==> src/rtl/sram_arbiter.sv <==
`timescale 1ns/1ps
// sram_arbiter
// Shares one sram_driver between two requesters (port 0: serial command
// engine, port 1: pattern/test engine) with round-robin arbitration.
// Sequences drv_start and follows drv_ready through each access.
// Optional watchdog abort: define SRAM_ARB_WATCHDOG_EN.
//
// Handshake: a requester raises reqN with reN/addrN/wdataN and holds them
// until gntN. gntN is a one-cycle pulse meaning the inputs were latched and
// may change. doneN is a one-cycle pulse when the access ends; for reads,
// rdataN is valid from that pulse until the port's next read completes. A
// req still high after done counts as a new request.
module sram_arbiter #(
   parameter int ADDR_W         = 13,
   parameter int DATA_W         = 8,
   parameter int TIMEOUT_CYCLES = 255
) (
   input  logic              clk,
   input  logic              rstn,
   input  logic              req0,
   input  logic              req1,
   input  logic              re0,
   input  logic              re1,
   input  logic [ADDR_W-1:0] addr0,
   input  logic [ADDR_W-1:0] addr1,
   input  logic [DATA_W-1:0] wdata0,
   input  logic [DATA_W-1:0] wdata1,
   output logic              gnt0,
   output logic              gnt1,
   output logic              done0,
   output logic              done1,
   output logic [DATA_W-1:0] rdata0,
   output logic [DATA_W-1:0] rdata1,
   output logic              busy,
   output logic              timeout,
   input  logic              drv_ready,
   output logic              drv_re,
   output logic              drv_start,
   output logic [ADDR_W-1:0] drv_address,
   output logic [DATA_W-1:0] drv_data_write,
   input  logic [DATA_W-1:0] drv_data_read
);

   typedef enum logic [2:0] {
      S_IDLE      = 3'd0,
      S_ISSUE     = 3'd1,
      S_WAIT_BUSY = 3'd2,
      S_WAIT_DONE = 3'd3,
      S_COMPLETE  = 3'd4
   } state_t;

   state_t            state_q, state_d;
   logic              port_q, port_d;           // port owning the current access
   logic              last_port_q, last_port_d; // last granted port
   logic              gnt0_q, gnt0_d, gnt1_q, gnt1_d;
   logic              done0_q, done0_d, done1_q, done1_d;
   logic              busy_q, busy_d;
   logic              timeout_q, timeout_d;
   logic              drv_start_q, drv_start_d;
   logic              drv_re_q, drv_re_d;
   logic [ADDR_W-1:0] drv_address_q, drv_address_d;
   logic [DATA_W-1:0] drv_data_write_q, drv_data_write_d;
   logic [DATA_W-1:0] rdata0_q, rdata0_d, rdata1_q, rdata1_d;

   logic grant_ok;   // IDLE with driver ready and someone asking
   logic pick1;      // arbitration result: 1 selects port 1
   logic wd_abort;   // watchdog fires this cycle

   assign grant_ok = (state_q == S_IDLE) && drv_ready && (req0 || req1);
   // Only one requester -> it wins; both -> the one not served last.
   assign pick1    = req1 && (!req0 || !last_port_q);

`ifdef SRAM_ARB_WATCHDOG_EN
   localparam logic [7:0] TO_LAST = 8'(TIMEOUT_CYCLES - 1);

   logic [7:0] wd_cnt_q, wd_cnt_d;

   // Watchdog count: cleared on entry to WAIT_BUSY, saturating while waiting
   always_comb begin
      wd_cnt_d = wd_cnt_q;
      if (state_q == S_ISSUE) begin
         wd_cnt_d = 8'd0;
      end else if ((state_q == S_WAIT_BUSY || state_q == S_WAIT_DONE) &&
                   (wd_cnt_q != 8'hFF)) begin
         wd_cnt_d = wd_cnt_q + 8'd1;
      end
   end

   // Watchdog counter register
   always_ff @(posedge clk or negedge rstn) begin
      if (!rstn) wd_cnt_q <= 8'd0;
      else       wd_cnt_q <= wd_cnt_d;
   end

   // Abort only when the driver is not making progress this cycle
   assign wd_abort = (wd_cnt_q >= TO_LAST) &&
                     (((state_q == S_WAIT_BUSY) && drv_ready) ||
                      ((state_q == S_WAIT_DONE) && !drv_ready));
`else
   assign wd_abort = 1'b0;
`endif

   // State register
   always_ff @(posedge clk or negedge rstn) begin
      if (!rstn) state_q <= S_IDLE;
      else       state_q <= state_d;
   end

   // Next-state logic: one access walks ISSUE -> WAIT_BUSY -> WAIT_DONE -> COMPLETE
   always_comb begin
      state_d = state_q;
      case (state_q)
         S_IDLE:      if (grant_ok) state_d = S_ISSUE;
         S_ISSUE:     state_d = S_WAIT_BUSY;
         S_WAIT_BUSY: begin
            if (!drv_ready)    state_d = S_WAIT_DONE;
            else if (wd_abort) state_d = S_IDLE;
         end
         S_WAIT_DONE: begin
            if (drv_ready)     state_d = S_COMPLETE;
            else if (wd_abort) state_d = S_IDLE;
         end
         S_COMPLETE:  state_d = S_IDLE;
         default:     state_d = S_IDLE;
      endcase
   end

   // Output logic: next values for every registered output
   always_comb begin
      port_d           = port_q;
      last_port_d      = last_port_q;
      gnt0_d           = 1'b0;
      gnt1_d           = 1'b0;
      done0_d          = 1'b0;
      done1_d          = 1'b0;
      timeout_d        = 1'b0;
      drv_start_d      = 1'b0;
      drv_re_d         = drv_re_q;
      drv_address_d    = drv_address_q;
      drv_data_write_d = drv_data_write_q;
      rdata0_d         = rdata0_q;
      rdata1_d         = rdata1_q;
      busy_d           = (state_d != S_IDLE);
      case (state_q)
         S_IDLE: begin
            if (grant_ok) begin
               port_d           = pick1;
               last_port_d      = pick1;
               gnt0_d           = !pick1;
               gnt1_d           = pick1;
               drv_start_d      = 1'b1;   // high during ISSUE only
               drv_re_d         = pick1 ? re1    : re0;
               drv_address_d    = pick1 ? addr1  : addr0;
               drv_data_write_d = pick1 ? wdata1 : wdata0;
            end
         end
         S_WAIT_DONE: begin
            // done lands in COMPLETE together with the captured read data
            if (drv_ready) begin
               done0_d = !port_q;
               done1_d = port_q;
               if (drv_re_q) begin
                  if (port_q) rdata1_d = drv_data_read;
                  else        rdata0_d = drv_data_read;
               end
            end
         end
         default: ;
      endcase
      if (wd_abort) begin
         done0_d   = !port_q;
         done1_d   = port_q;
         timeout_d = 1'b1;
      end
   end

   // Output and context registers
   always_ff @(posedge clk or negedge rstn) begin
      if (!rstn) begin
         port_q           <= 1'b0;
         last_port_q      <= 1'b1;
         gnt0_q           <= 1'b0;
         gnt1_q           <= 1'b0;
         done0_q          <= 1'b0;
         done1_q          <= 1'b0;
         busy_q           <= 1'b0;
         timeout_q        <= 1'b0;
         drv_start_q      <= 1'b0;
         drv_re_q         <= 1'b0;
         drv_address_q    <= '0;
         drv_data_write_q <= '0;
         rdata0_q         <= '0;
         rdata1_q         <= '0;
      end else begin
         port_q           <= port_d;
         last_port_q      <= last_port_d;
         gnt0_q           <= gnt0_d;
         gnt1_q           <= gnt1_d;
         done0_q          <= done0_d;
         done1_q          <= done1_d;
         busy_q           <= busy_d;
         timeout_q        <= timeout_d;
         drv_start_q      <= drv_start_d;
         drv_re_q         <= drv_re_d;
         drv_address_q    <= drv_address_d;
         drv_data_write_q <= drv_data_write_d;
         rdata0_q         <= rdata0_d;
         rdata1_q         <= rdata1_d;
      end
   end

   assign gnt0           = gnt0_q;
   assign gnt1           = gnt1_q;
   assign done0          = done0_q;
   assign done1          = done1_q;
   assign rdata0         = rdata0_q;
   assign rdata1         = rdata1_q;
   assign busy           = busy_q;
   assign timeout        = timeout_q;
   assign drv_re         = drv_re_q;
   assign drv_start      = drv_start_q;
   assign drv_address    = drv_address_q;
   assign drv_data_write = drv_data_write_q;

endmodule
==> config.mk <==
export PLATFORM = sky130hd
export DESIGN_NAME = sram_arbiter
export DESIGN_NICKNAME = d
export VERILOG_FILES = /design/src/rtl/sram_arbiter.sv
export SDC_FILE = /design/constraint.sdc
export NUM_CORES = 1
export LEC_CHECK = 0
export BUFFER_PORTS_ARGS = -buffer_cell sky130_fd_sc_hd__buf_4
export CAP_MARGIN = 20
export CORE_ASPECT_RATIO = 1.2
export CORE_MARGIN = 3
export CORE_UTILIZATION = 46
export CTS_CLUSTER_SIZE = 8
export DETAILED_ROUTE_END_ITERATION = 12
export PLACE_DENSITY = 0.76
export SKIP_CTS_REPAIR_TIMING = 1
export SKIP_LAST_GASP = 1
export SLEW_MARGIN = 25
export SYNTH_ARGS = -nofsm -noshare
export SYNTH_HDL_FRONTEND = slang
export SYNTH_SLANG_ARGS = --single-unit
==> constraint.sdc <==
create_clock -name clk -period 1.6 [get_ports clk]
set_input_delay 0.16 -clock clk [delete_from_list [all_inputs] [get_ports clk]]
set_output_delay 0.16 -clock clk [all_outputs]
set_load 0.02 [all_outputs]
; Word level (Yosys, flattened, before mapping)
; Cells that the tools add are included.
[op_classes]
bitwise_logic = 1
shifts = 0
eq_ne = 3
n_addsub = 0
muxes = 17
div = 0
n_mul = 0
n_reduce_logical = 14
order_cmp = 0
[op_table]
columns = operator, count
row1 = two-way mux 13 bit, 1
row2 = one-hot mux 3 bit (4 select lines), 1
row3 = two-way mux 1 bit, 11
row4 = two-way mux 3 bit, 3
row5 = two-way mux 8 bit, 1
row6 = AND reduction 4 bit, 2
row7 = "equality test 3 x 2 -> 1 bit, second input constant", 2
row8 = logical NOT 1 bit, 4
row9 = "equality test 3 x 1 -> 1 bit, second input constant", 1
row10 = logical AND 1 bit, 3
row11 = logical NOT 3 bit, 1
row12 = nonzero test 3 bit, 1
row13 = logical OR 1 bit, 2
row14 = AND reduction 2 bit, 1
row15 = NOT 1 bit, 1
[totals]
mem_count = 0
wordCells = 49
regBits = 49
output_inout_bits = 45
rom_bits = 0
mem_bits_rw = 0
inputBits = 57
latchBits = 0

; Logic depth before layout (Yosys ltp)
; Gate-level depths: netlist of the first run.
[depth]
depth_word = 6
depth_mapped = 4
ltp_nobuf = 3

; Least setup slack after synthesis of the first run
; No wires, ideal clock.
[synth_path]
kind = reg-to-reg
startpoint = register state_q[1]
endpoint = register drv_address_q[0], in the netlist drv_address[0]
setup_ps = 73
stages_incl_launch_ff = 5
path_slack_ps = 83
synth_period_minus_slack_ps = 1517
n_path_buf = 1
t_arrival_ps = 1444
required_ps = 1527
cell_sequence = dfrtp_1 > or4b_4 > nor2_8 > buf_12 > a2bb2oi_2
[synth_between]
elab_chain_cells = 4
[synth_rtl]
columns = item, line_no
row1 = "start, declared", 52  ; state_t state_q, state_d;
row2 = "start signal, assigned", 106  ; else state_q <= state_d;
row3 = logical NOT 3 bit *, "69, 144"
row4 = logical AND 1 bit (2 in series), 69  ; assign grant_ok = (state_q == S_IDLE) && drv_ready && (req0 || req1);
row5 = AND reduction 2 bit (no source line) *, n/a
row6 = "end signal, assigned", 205  ; drv_address_q <= drv_address_d;
row7 = "end, declared", 61  ; logic [ADDR_W-1:0] drv_address_q, drv_address_d;
; Mark *: on every way between the ends. The rest lies on a longest branch, timed or not.
; A chain may end at the register's enable or synchronous reset.

; Worst setup path after layout of the first run
[layout_path]
startpoint = register state_q[1]
endpoint = register drv_address_q[8], in the netlist drv_address[8]
; Same word-level chain as after synthesis.

==> reports/results.md, run 1 <==
| Result | Value |
|:---|:---|
| Run status | finished, final reports clean |
| Mean number of vias per cell | 5.45 |
| Largest net degree at the start of global routing | 50 |
| Number of max-slew violations in the final report | 0 |
| Avg WL per Cell | 17.1 um |
| Maximum clock insertion buffer count | 2 |
| Count of distinct cell types in the synthesized netlist | 28 |
| Worst setup SP type | flop |
| Initial antenna violation count | 0 |
| Filler cell count in the final layout | 329 |
| Hpwl dp | 4.05 mm |
| Final setup fails | 0 |
| Sinks on the clock net | 49 |
| Total area of multi-input combinational cells | 871 um2 |
| Horizontal extent of the die | 68.7 um |
| YS warnings | 0 |
| Aggregate negative setup slack | 0 ps |
| Port Buf Inserts | 100 |
| Worst Hold Class | input port to flop |
| Power dissipated by switching net loads | 2.06 mW |
| Top Ports | 102 |
| Max frequency | 646 MHz |
| Slack of the critical path | 53.1 ps |
| Setup clock skew after layout | 8.07 ps |
| Pwr dens | 1770 nW/um2 |
| Total Die Area | 5590 um2 |
| Clock insertion delay at the later pin of the skew report | 290 ps |
| Drt first pass iters | 4 |
| Power share of the sequential group | 0.372 |
| Instance area at placement | 3050 um2 |
| Detailed-route wire length | 5.33 mm |
| Starting Density | 0.495 |
| Root Driver | clkbuf_8 |
| Overflow after GRT | 0 |
| Placeable Area | 4390 um2 |
| Switch share | 0.367 |
| CP required | 1820 ps |
| Syn nets | 204 |
| Share of layout cells above drive strength 1 | 0.629 |
| Worst-path clk slew | 80 ps |
| Period utilisation layout | 0.967 |
| FP Rows | 26 |
| Sequential cell area | 1230 um2 |
| CP endpoint kind | flop |
| Routability-driven placement congestion ratio | 0.751 |
| Actual transition at the worst max-transition pin | 742 ps |
| DRC viols | 0 |
| N_diodes | 0 |
| Sum of met2 wire segment lengths after detailed routing | 2.81 mm |
| Total Nets Final | 312 |
| Final Util | 0.723 |
| Pre-CTS setup slack | 3.97 ps |
| Vias post-DR | 1699 |
| Setup repair after global routing missed its margin | yes |
| Comb pwr share | 0.500 |
| CTS tree | built |
| IR Drop Worst-Case VDD | 0.963 mV |
| Leakage dissipation | 1.48 nW |
| Number of flip-flops and latches in the synthesized netlist | 49 |
| Post-synth design cell area | 2170 um2 |
| Top fanout value on the critical path | 9 |
| Vertical die dimension | 81.3 um |
| Met1 Routed Length | 2.08 mm |
| Count of H-tree levels built during CTS | 2 |
| Global-route wire length before repair | 8.54 mm |
| Post-Syn Area per Cell | 14.8 um2 |
| Internal power contribution | 3.57 mW |
| Area growth from synthesis to layout | 46.1% |
| Clk pwr share | 0.128 |
| Worst Setup Path Type | flop to flop |
| Critical Path AT | 1770 ps |
| Summed area of non-filler cells in the final layout | 3170 um2 |
| Highest routed metal layer | met4 |
| Number of instances in the synthesized netlist | 147 |
| Overall fraction of global-route tracks in use | 0.206 |
| Remaining max-slew budget at the tightest pin | 0.505 |
| Number of max-cap violations | 0 |
| Met3 WL post-DR | 424 um |
| TritonCTS Buffers | 5 |
| Clock period minus worst slack | 1550 ps |
| ANT nets after route | 0 |
| Sequential cell area fraction in the yosys report | 0.565 |
| Number of hold violations in the final report | 0 |
| Iteration-0 DRC count of the detailed router | 75 |
| Number of global-route vias before repair | 1757 |
## critical path, stage by stage (launching register included)
cell,delay [ps]
dfrtp_1,420
or4b_4,580
nor2_8,150
buf_4,200
a2bb2oi_2,140
## synth_stat cells (all sizes together)
cell / instances / area, um2
dfstp: 1 / 26.3
dfrtp: 48 / 1200
a21o: 1 / 7.51
nor2: 5 / 35.0
and2: 2 / 12.5
conb: 1 / 3.75
a211o: 1 / 8.76
clkbuf: 6 / 22.5
a31oi: 2 / 12.5
o21ai: 1 / 5.00
a21bo: 1 / 10.0
o32ai: 22 / 193
a2bb2oi: 22 / 305
a21oi: 1 / 5.00
nor4b: 1 / 15.0
or4b: 1 / 13.8
and4b: 1 / 10.0
and3: 2 / 12.5
nor2b: 1 / 6.26
inv: 2 / 7.51
nor3: 1 / 5.00
mux2: 16 / 180
o21bai: 1 / 7.51
buf: 7 / 67.6
## worst paths after layout
kind                                        from                          to  slack, ps  depth (start not counted)
setup / recovery            state_q[1]$_DFF_PN0_  drv_address[8]$_DFFE_PN0P_         50                          4
hold / removal                              req0     last_port_q$_DFFE_PN1P_         50                          2
setup reg to reg            state_q[1]$_DFF_PN0_  drv_address[8]$_DFFE_PN0P_         50                          4
hold reg to reg            rdata1[3]$_DFFE_PN0P_       rdata1[3]$_DFFE_PN0P_        510                          1
max in group asynchronous                   rstn       rdata1[0]$_DFFE_PN0P_        780                          2
min in group asynchronous                   rstn       rdata1[5]$_DFFE_PN0P_        420                          2
## logic make-up after synthesis
| family | share of synthesized area |
|---|---|
| compound gates | 0.255 |
| buf+inv | 0.0449 |
| flops | 0.565 |
| mux | 0.0829 |
| other cells | 0.00173 |
| simple gates | 0.0507 |
## area by class of cell
type                       instances  area share
clock buffer                       8      0.0284
inverter                           2     0.00237
multi-input combinational         83       0.274
sequential                        49       0.387
tap                               56      0.0221
timing repair buffer             114       0.286
## power by group through the flow
| stage | registers [mW] | logic, mW | clock network (mW) |
|---|---|---|---|
| final | 2.09 | 2.81 | 0.720 |
| after global routing | 2.16 | 3.01 | 0.793 |
| after CTS | 2.09 | 2.82 | 0.740 |
| after detailed placement | 2.11 | 2.82 | 0 |
| after global placement | 2.09 | 2.76 | 0 |
| after floorplan | 2.65 | 1.05 | 0 |
## cell usage in the layout, fill, tap and decap left out
master / n
nor2b_1: 1
a21oi_1: 1
a31oi_1: 2
conb_1: 1
buf_12: 4
and2_1: 2
dfrtp_1: 48
and4b_2: 1
dlygate4sd3_1: 1
mux2_2: 16
a2bb2oi_1: 2
and3_1: 2
nor2_8: 1
nor2_1: 4
o21bai_1: 1
o32ai_1: 22
a21o_1: 1
clkbuf_1: 2
dfstp_2: 1
a2bb2oi_2: 20
or4b_4: 1
a21bo_2: 1
nor3_1: 1
clkbuf_8: 6
inv_1: 2
nor4b_4: 1
o21ai_0: 1
a211o_1: 1
buf_4: 109
## flip-flops by register name (all words and copies together), names as in the netlist
| register | count |
|---|---|
| drv_address | 13 |
| drv_data_write | 8 |
| rdata0 | 8 |
| rdata1 | 8 |
| state_q | 3 |
| busy | 1 |
| done0 | 1 |
| done1 | 1 |
| drv_re | 1 |
| drv_start | 1 |
| gnt0 | 1 |
| gnt1 | 1 |
| last_port_q | 1 |
| port_q | 1 |
## per-layer routing
layer	track usage	vias to the layer above
li1	-	799
met1	0.252	828
met2	0.357	70
met3	0.0581	2
met4	0.0468	0
met5	0	-
## metrics by stage
| stage | instances | hold slack (ps) | total power [mW] |
|---|---|---|---|
| final | 312 | 47.2 | 5.63 |
| after global routing | 312 | 47.5 | 5.96 |
| after CTS | 310 | -111 | 5.65 |
| after detailed placement | 302 | 209 | 4.93 |
| after global placement | 302 | 208 | 4.84 |
| after floorplan | 147 | -136 | 3.70 |
Note: power is estimated with default switching activity, not from simulation.
==> run 2, diff against run 1 <==
CORE_UTILIZATION = 42   (was 46)
PLACE_DENSITY = 0.73   (was 0.76)
SLEW_MARGIN = 5   (was 25)
clock period = 1.34 ns   (was 1.6 ns; I/O delays follow)
==> reports/results.md, run 2 (same netlist as run 1, synthesis figures left out) <==
| Result | Value | Change |
|:---|:---|:---|
| Most congested layer reported by global routing | met2 | unchanged |
| Global routing usage on met1 | 0.253 | was 0.252 |
| Share of layout cells above drive strength 1 | 0.672 | was 0.629 |
| Top Ports | 102 | unchanged |
| ANT nets after route | 0 | unchanged |
| DRC viols | 0 | unchanged |
| Global-route wire length before repair | 8.80 mm | was 8.54 mm |
| IR Drop Worst-Case VDD | 1.27 mV | was 0.963 mV |
| Overall fraction of global-route tracks in use | 0.186 | was 0.206 |
| Start point of the critical path | state_q[0]$_DFF_PN0_ | was state_q[1]$_DFF_PN0_ |
| Number of flip-flops under the largest register name | 13 | unchanged |
| Top fanout value on the critical path | 10 | was 9 |
| Initial antenna violation count | 0 | unchanged |
| Critical Path Slowest Stage Cell | or4b_4 | unchanged |
| Number of max-slew violations in the final report | 0 | unchanged |
| Leading cell type in the layout, fill and taps excluded | buf_4 | unchanged |
| Setup crit end | drv_address[6]$_DFFE_PN0P_ | was drv_address[8]$_DFFE_PN0P_ |
| Clock insertion delay at the later pin of the skew report | 300 ps | was 290 ps |
| Drt first pass iters | 4 | unchanged |
| Maximum clock insertion buffer count | 2 | unchanged |
| Run status | finished with violations | was finished, final reports clean |
| Final setup fails | 45 | was 0 |
| Switch share | 0.369 | was 0.367 |
| Worst-path clk slew | 90 ps | was 80 ps |
| Max frequency | 652 MHz | was 646 MHz |
| Slack of the critical path | -193 ps | was 53.1 ps |
| Worst Hold Class | input port to flop | unchanged |
| Detailed-route wire length | 5.48 mm | was 5.33 mm |
| Setup repair after global routing missed its margin | yes | unchanged |
| Met3 Use GR | 0.0515 | was 0.0581 |
| Comb pwr share | 0.520 | was 0.500 |
| Count of H-tree levels built during CTS | 2 | unchanged |
| Instance area at placement | 3200 um2 | was 3050 um2 |
| Power share of the sequential group | 0.360 | was 0.372 |
| Setup clock skew after layout | 5.69 ps | was 8.07 ps |
| Sinks on the clock net | 49 | unchanged |
| Placed insts | 310 | was 302 |
| Clk pwr share | 0.120 | was 0.128 |
| Root Driver | clkbuf_8 | unchanged |
| Most used cells in the layout excluding fill and tap cells | buf_4, dfrtp_1, o32ai_1, a2bb2oi_2, mux2_4 | was buf_4, dfrtp_1, o32ai_1, a2bb2oi_2, mux2_2 |
| Number of global-route vias before repair | 1746 | was 1757 |
| Vias post-DR | 1710 | was 1699 |
| N_diodes | 0 | unchanged |
| Remaining max-slew budget at the tightest pin | 0.597 | was 0.505 |
| Routability-driven placement congestion ratio | 0.787 | was 0.751 |
| Clock period minus worst slack | 1530 ps | was 1550 ps |
| Worst hold slack | 65.1 ps | was 47.2 ps |
| Starting Density | 0.437 | was 0.495 |
| Horizontal extent of the die | 71.7 um | was 68.7 um |
| Fin cells | 322 | was 312 |
| Vertical die dimension | 84.8 um | was 81.3 um |
| Leakage dissipation | 1.56 nW | was 1.48 nW |
| Total Nets Final | 318 | was 312 |
| Pwr dens | 2090 nW/um2 | was 1770 nW/um2 |
| TritonCTS Buffers | 5 | unchanged |
| Port Buf Inserts | 100 | unchanged |
| Critical Path AT | 1770 ps | about the same |
| Actual transition at the worst max-transition pin | 605 ps | was 742 ps |
| Pre-CTS setup slack | -201 ps | was 3.97 ps |
| Area growth from synthesis to layout | 55.4% | was 46.1% |
| CP required | 1570 ps | was 1820 ps |
| FP Rows | 28 | was 26 |
| Number of max-cap violations | 0 | unchanged |
| Worst Setup Path Type | flop to flop | unchanged |
| Avg WL per Cell | 17.0 um | was 17.1 um |
| FF-to-FF Start | state_q[0]$_DFF_PN0_ | was state_q[1]$_DFF_PN0_ |
| Number of hold violations in the final report | 0 | unchanged |
| Period utilisation layout | 1.14 | was 0.967 |
| Largest net degree at the start of global routing | 50 | unchanged |
| Sequence of cells on the critical path | or4b_4 -> nor2_8 -> buf_12 -> a2bb2oi_2 | was or4b_4 -> nor2_8 -> buf_4 -> a2bb2oi_2 |
| Reg2Reg Setup Slack | -190 ps | was 50 ps |
| Overflow after GRT | 0 | unchanged |
| Power dissipated by switching net loads | 2.61 mW | was 2.06 mW |
| Internal power contribution | 4.45 mW | was 3.57 mW |
| Iteration-0 DRC count of the detailed router | 46 | was 75 |
| Worst setup SP type | flop | unchanged |
| Peak per-stage delay on the critical path | 590 ps | was 580 ps |
| Failing checks | negative setup slack |  |
| Mean number of vias per cell | 5.31 | was 5.45 |
| Hpwl dp | 4.09 mm | was 4.05 mm |
| Worst reg2reg endpoint | drv_address[6]$_DFFE_PN0P_ | was drv_address[8]$_DFFE_PN0P_ |
| Summed area of non-filler cells in the final layout | 3380 um2 | was 3170 um2 |
| Total Die Area | 6080 um2 | was 5590 um2 |
| Worst Reg2Reg Path Length in Cells | 4 | unchanged |
| CP endpoint kind | flop | unchanged |
| Placeable Area | 4970 um2 | was 4390 um2 |
| CTS tree | built | unchanged |
| Met2 demand-to-capacity share in global routing | 0.283 | was 0.357 |
-- run 2: changes by cell type in the layout (fill, tap and decap cells not counted), moves of 2 or more --
cell	previous run	this run
mux2_4	0	16
mux2_2	16	0
clkbuf_1	2	0
buf_6	0	2
and3_1	2	0
a2bb2oi_1	2	0
buf_12	4	8
and3_4	0	2
clkinv_2	0	2
a2bb2oi_2	20	22
-- run 2: area by class of cell --
| type | count | area [um2] |
|---|---|---|
| sequential | 49 | 1230 |
| multi-input combinational | 83 | 968 |
| tap | 60 | 75.1 |
| clock buffer | 5 | 68.8 |
| fill | 380 | 1600 |
| inverter | 2 | 7.51 |
| clock inverter | 3 | 17.5 |
| timing repair buffer | 120 | 1010 |
-- run 2: routing by layer --
metal | up-vias | wire length, um
met4 | 0 | 106
li1 | 804 | -
met2 | 92 | 2640
met3 | 9 | 489
met1 | 805 | 2240
met5 | - | 0
-- run 2: worst min path at each step --
stage	startpoint	to	depth (start not counted)
3_5_place_dp	rstn	rdata0[3]$_DFFE_PN0P_	1
2_1_floorplan	rstn	busy$_DFF_PN0_	0
3_3_place_gp	rstn	rdata1[3]$_DFFE_PN0P_	1
5_1_grt	drv_ready	state_q[1]$_DFF_PN0_	2
6_report	drv_ready	state_q[1]$_DFF_PN0_	2
4_1_cts	rstn	rdata0[3]$_DFFE_PN0P_	1
-- run 2: critical path, delay by kind of cell (launching register included) --
| family | cells | cell delay, ps |
|---|---|---|
| simple gates | 2 | 750 |
| flops | 1 | 420 |
| buf+inv | 1 | 160 |
| compound gates | 1 | 130 |
-- run 2: through the flow --
step           TNS [ps]  utilization  total power, mW
2_1_floorplan     -3960            -             4.55
3_3_place_gp      -5280        0.643             6.02
3_5_place_dp      -5930        0.643             6.11
4_1_cts           -7120        0.660             6.98
5_1_grt           -8820        0.679             7.44
6_report          -6590        0.679             7.05
-- run 2: power by group through the flow --
| stage | logic (mW) | clock network (mW) | registers [mW] |
|---|---|---|---|
| 5_1_grt | 3.88 | 0.934 | 2.63 |
| 3_5_place_dp | 3.57 | 0 | 2.54 |
| 4_1_cts | 3.57 | 0.883 | 2.52 |
| 2_1_floorplan | 1.38 | 0 | 3.16 |
| 3_3_place_gp | 3.50 | 0 | 2.52 |
| 6_report | 3.67 | 0.845 | 2.54 |
==> run 3, diff against run 2 <==
ABC_AREA = 1   (was default)
CORE_UTILIZATION = 44   (was 42)
CTS_BUF_LIST = sky130_fd_sc_hd__clkbuf_8   (was default)
PLACE_DENSITY = 0.75   (was 0.73)
SETUP_SLACK_MARGIN = 0.4   (was default)
==> reports/results.md, run 3 <==
| Result | Value | Change |
|:---|:---|:---|
| Worst Setup Path Type | flop to flop | unchanged |
| Syn nets | 339 | was 204 |
| Worst reg2reg endpoint | drv_address[9]$_DFFE_PN0P_ | was drv_address[6]$_DFFE_PN0P_ |
| Power dissipated by switching net loads | 3.19 mW | was 2.61 mW |
| Share of async-settable or async-resettable flops after synthesis | 1.00 | unchanged |
| Detailed-route wire length | 7.10 mm | was 5.48 mm |
| Mean number of vias per cell | 4.96 | was 5.31 |
| CP endpoint kind | flop | unchanged |
| Area growth from synthesis to layout | 67.0% | was 55.4% |
| Critical Path AT | 1490 ps | was 1770 ps |
| Predominant post-synthesis flop cell | dfrtp_1 | unchanged |
| Top fanout value on the critical path | 6 | was 10 |
| Actual transition at the worst max-transition pin | 591 ps | was 605 ps |
| Avg WL per Cell | 14.9 um | was 17.0 um |
| FF-to-FF Start | state_q[2]$_DFF_PN0_ | was state_q[0]$_DFF_PN0_ |
| Clk pwr share | 0.154 | was 0.120 |
| Sequential cell area fraction in the yosys report | 0.532 | was 0.565 |
| ANT nets after route | 0 | unchanged |
| Starting Density | 0.461 | was 0.437 |
| Overflow after GRT | 0 | unchanged |
| Comb pwr share | 0.531 | was 0.520 |
| Post-synthesis cell type with the largest combined area | dfrtp_1 | unchanged |
| Power share of the sequential group | 0.315 | was 0.360 |
| Overall fraction of global-route tracks in use | 0.196 | was 0.186 |
| Number of flip-flops under the largest register name | 13 | unchanged |
| Count of distinct cell types in the synthesized netlist | 25 | was 28 |
| Pre-CTS setup slack | 77.4 ps | was -201 ps |
| Port Buf Inserts | 100 | unchanged |
| Worst-path clk slew | 100 ps | was 90 ps |
| Internal power contribution | 4.96 mW | was 4.45 mW |
| Total area of multi-input combinational cells | 1110 um2 | was 968 um2 |
| Clock period minus worst slack | 1240 ps | was 1530 ps |
| Post-synth design cell area | 2310 um2 | was 2170 um2 |
| Sinks on the clock net | 49 | unchanged |
| Number of hold violations in the final report | 48 | was 0 |
| Total Die Area | 6150 um2 | was 6080 um2 |
| Number of flip-flops and latches in the synthesized netlist | 49 | unchanged |
| Most used cells in the layout excluding fill and tap cells | nand2_1, buf_4, buf_6, dfrtp_1, nand3_1 | was buf_4, dfrtp_1, o32ai_1, a2bb2oi_2, mux2_4 |
| N_diodes | 0 | unchanged |
| Post-Syn Area per Cell | 8.18 um2 | was 14.8 um2 |
| Run status | finished with violations | unchanged |
| Number of global-route vias before repair | 2153 | was 1746 |
| IR Drop Worst-Case VDD | 1.00 mV | was 1.27 mV |
| Routability-driven placement congestion ratio | 0.749 | was 0.787 |
| Largest net degree at the start of global routing | 50 | unchanged |
| Horizontal extent of the die | 72.1 um | was 71.7 um |
| Peak per-stage delay on the critical path | 480 ps | was 590 ps |
| Iteration-0 DRC count of the detailed router | 176 | was 46 |
| FP Rows | 28 | unchanged |
| CTS tree | built | unchanged |
| Worst Reg2Reg Path Length in Cells | 6 | was 4 |
| Sequential cell area | 1230 um2 | about the same |
| Critical Path Slowest Stage Cell | dfrtp_2 | was or4b_4 |
| Top cells by area, synth | dfrtp_1, nand2_1, nand3_1, nand4_1, nor2_8 | was dfrtp_1, a2bb2oi_2, o32ai_1, mux2_2, buf_12 |
| Share of Yosys cell area claimed by the top area cell type | 0.521 | was 0.553 |
| Total Nets Final | 471 | was 318 |
| Vias post-DR | 2356 | was 1710 |
| Clock insertion delay at the later pin of the skew report | 310 ps | was 300 ps |
| Power Total | 8.15 mW | was 7.05 mW |
| Leading cell type in the layout, fill and taps excluded | nand2_1 | was buf_4 |
| Aggregate negative setup slack | 0 ps | was -6590 ps |
| Vertical die dimension | 85.3 um | was 84.8 um |
| Filler cell count in the final layout | 392 | was 380 |
| Leakage dissipation | 2.12 nW | was 1.56 nW |
| Initial antenna violation count | 0 | unchanged |
| CP required | 1590 ps | was 1570 ps |
| Placeable Area | 5010 um2 | was 4970 um2 |
| Final Util | 0.769 | was 0.679 |
| Global-route wire length before repair | 9.58 mm | was 8.80 mm |
| Share of layout cells above drive strength 1 | 0.436 | was 0.672 |
| Failing checks | negative hold slack | was negative setup slack |
| Setup repair after global routing missed its margin | yes | unchanged |
| DRC viols | 0 | unchanged |
| Pwr dens | 2120 nW/um2 | was 2090 nW/um2 |
| Number of max-slew violations in the final report | 0 | unchanged |
| Count of flip-flops with a built-in enable after synthesis | 0 | unchanged |
| Placed insts | 434 | was 310 |
| Setup clock skew after layout | 7.64 ps | was 5.69 ps |
| Fin cells | 475 | was 322 |
| Most numerous cell in the Yosys netlist | nand2_1 | was dfrtp_1 |
| Max frequency | 804 MHz | was 652 MHz |
| YS warnings | 0 | unchanged |
| Worst setup SP type | flop | unchanged |
| Drt first pass iters | 5 | was 4 |
| Worst Hold Class | input port to async pin | was input port to flop |
| Maximum clock insertion buffer count | 2 | unchanged |
| Sequence of cells on the critical path | nor2_4 -> buf_12 -> inv_8 -> nor2_4 -> nand2_1 -> nand2_1 | was or4b_4 -> nor2_8 -> buf_12 -> a2bb2oi_2 |
| Most numerous cell types in the synthesized netlist | nand2_1, dfrtp_1, nand3_1, nand4_1, buf_2 | was dfrtp_1, o32ai_1, a2bb2oi_2, mux2_2, clkbuf_1 |
| Root Driver | clkbuf_8 | unchanged |
| Worst hold slack | -172 ps | was 65.1 ps |
| Remaining max-slew budget at the tightest pin | 0.606 | was 0.597 |
| Top Ports | 102 | unchanged |
| Number of max-cap violations | 0 | unchanged |
| Final setup fails | 0 | was 45 |
| Hpwl dp | 4.27 mm | was 4.09 mm |
| Reg2Reg Setup Slack | 100 ps | was -190 ps |
| Slack of the critical path | 96.6 ps | was -193 ps |
| Period utilisation layout | 0.928 | was 1.14 |
| Switch share | 0.391 | was 0.369 |
| Count of H-tree levels built during CTS | 2 | unchanged |
| Number of instances in the synthesized netlist | 282 | was 147 |
| TritonCTS Buffers | 5 | unchanged |
-- run 3: changes by cell type after synthesis, moves of 16 or more --
cell	change
a2bb2oi_2	-18
mux2_2	-16
nand2_1	+153
nand3_1	+24
nand4_1	+16
o32ai_1	-22
-- run 3: area by class of cell --
cell class | count | share of cell area
repair buffers | 134 | 0.328
well taps | 60 | 0.0195
clock inverters | 3 | 0.0169
inverters | 9 | 0.0110
flip-flops and latches | 49 | 0.319
clock buffers | 5 | 0.0179
multi-input cells | 215 | 0.287
-- run 3: logic make-up (layout without fill, tap and decap cells) --
| family | count (synthesis) | in the layout | share of synthesized area |
|---|---|---|---|
| DFF | 49 | 49 | 0.532 |
| and+or+nand+nor | 207 | 212 | 0.405 |
| buffers and inverters | 23 | 151 | 0.0569 |
| other | 1 | 1 | 0.00163 |
| AOI/OAI and AO/OA | 2 | 2 | 0.00488 |
-- run 3: metrics by stage --
stage / hold WS (ps) / area [um2]
2_1_floorplan: -162 / 2370
3_3_place_gp: 186 / 3150
3_5_place_dp: 190 / 3150
4_1_cts: -144 / 3280
5_1_grt: -141 / 3850
6_report: -172 / 3850
-- run 3: how the worst max path moves through the flow --
stage	start	to	slack [ps]	depth (start not counted)
global route	state_q[2]$_DFF_PN0_	drv_re$_DFFE_PN0P_	20	6
detailed placement	state_q[0]$_DFF_PN0_	last_port_q$_DFFE_PN1P_	80	5
global placement	state_q[2]$_DFF_PN0_	drv_address[6]$_DFFE_PN0P_	120	5
floorplan	last_port_q$_DFFE_PN1P_	port_q$_DFFE_PN0P_	250	6
finish	state_q[2]$_DFF_PN0_	drv_address[9]$_DFFE_PN0P_	100	6
CTS	state_q[0]$_DFF_PN0_	last_port_q$_DFFE_PN1P_	60	5
-- run 3: routing by layer --
layer,global-route usage,part of all wire,up-vias
li1,-,-,1169
met1,0.259,0.38,1078
met2,0.301,0.52,101
met3,0.0640,0.086,8
met4,0.0701,0.015,0
met5,0,0,-
-- run 3: power by group through the flow --
stage	Clock, mW	Combinational (mW)	Sequential, mW
2_1_floorplan	0	1.22	3.12
3_3_place_gp	0	3.12	2.47
3_5_place_dp	0	3.19	2.48
4_1_cts	1.27	3.18	2.47
5_1_grt	1.34	4.64	2.62
6_report	1.25	4.33	2.57
-- run 3: worst max-delay path, delay by kind of cell (launching register included) --
family                 cells  cell delay [ps]
buffers and inverters      2              200
flip-flops                 1              480
AND/OR/NAND/NOR            4              500
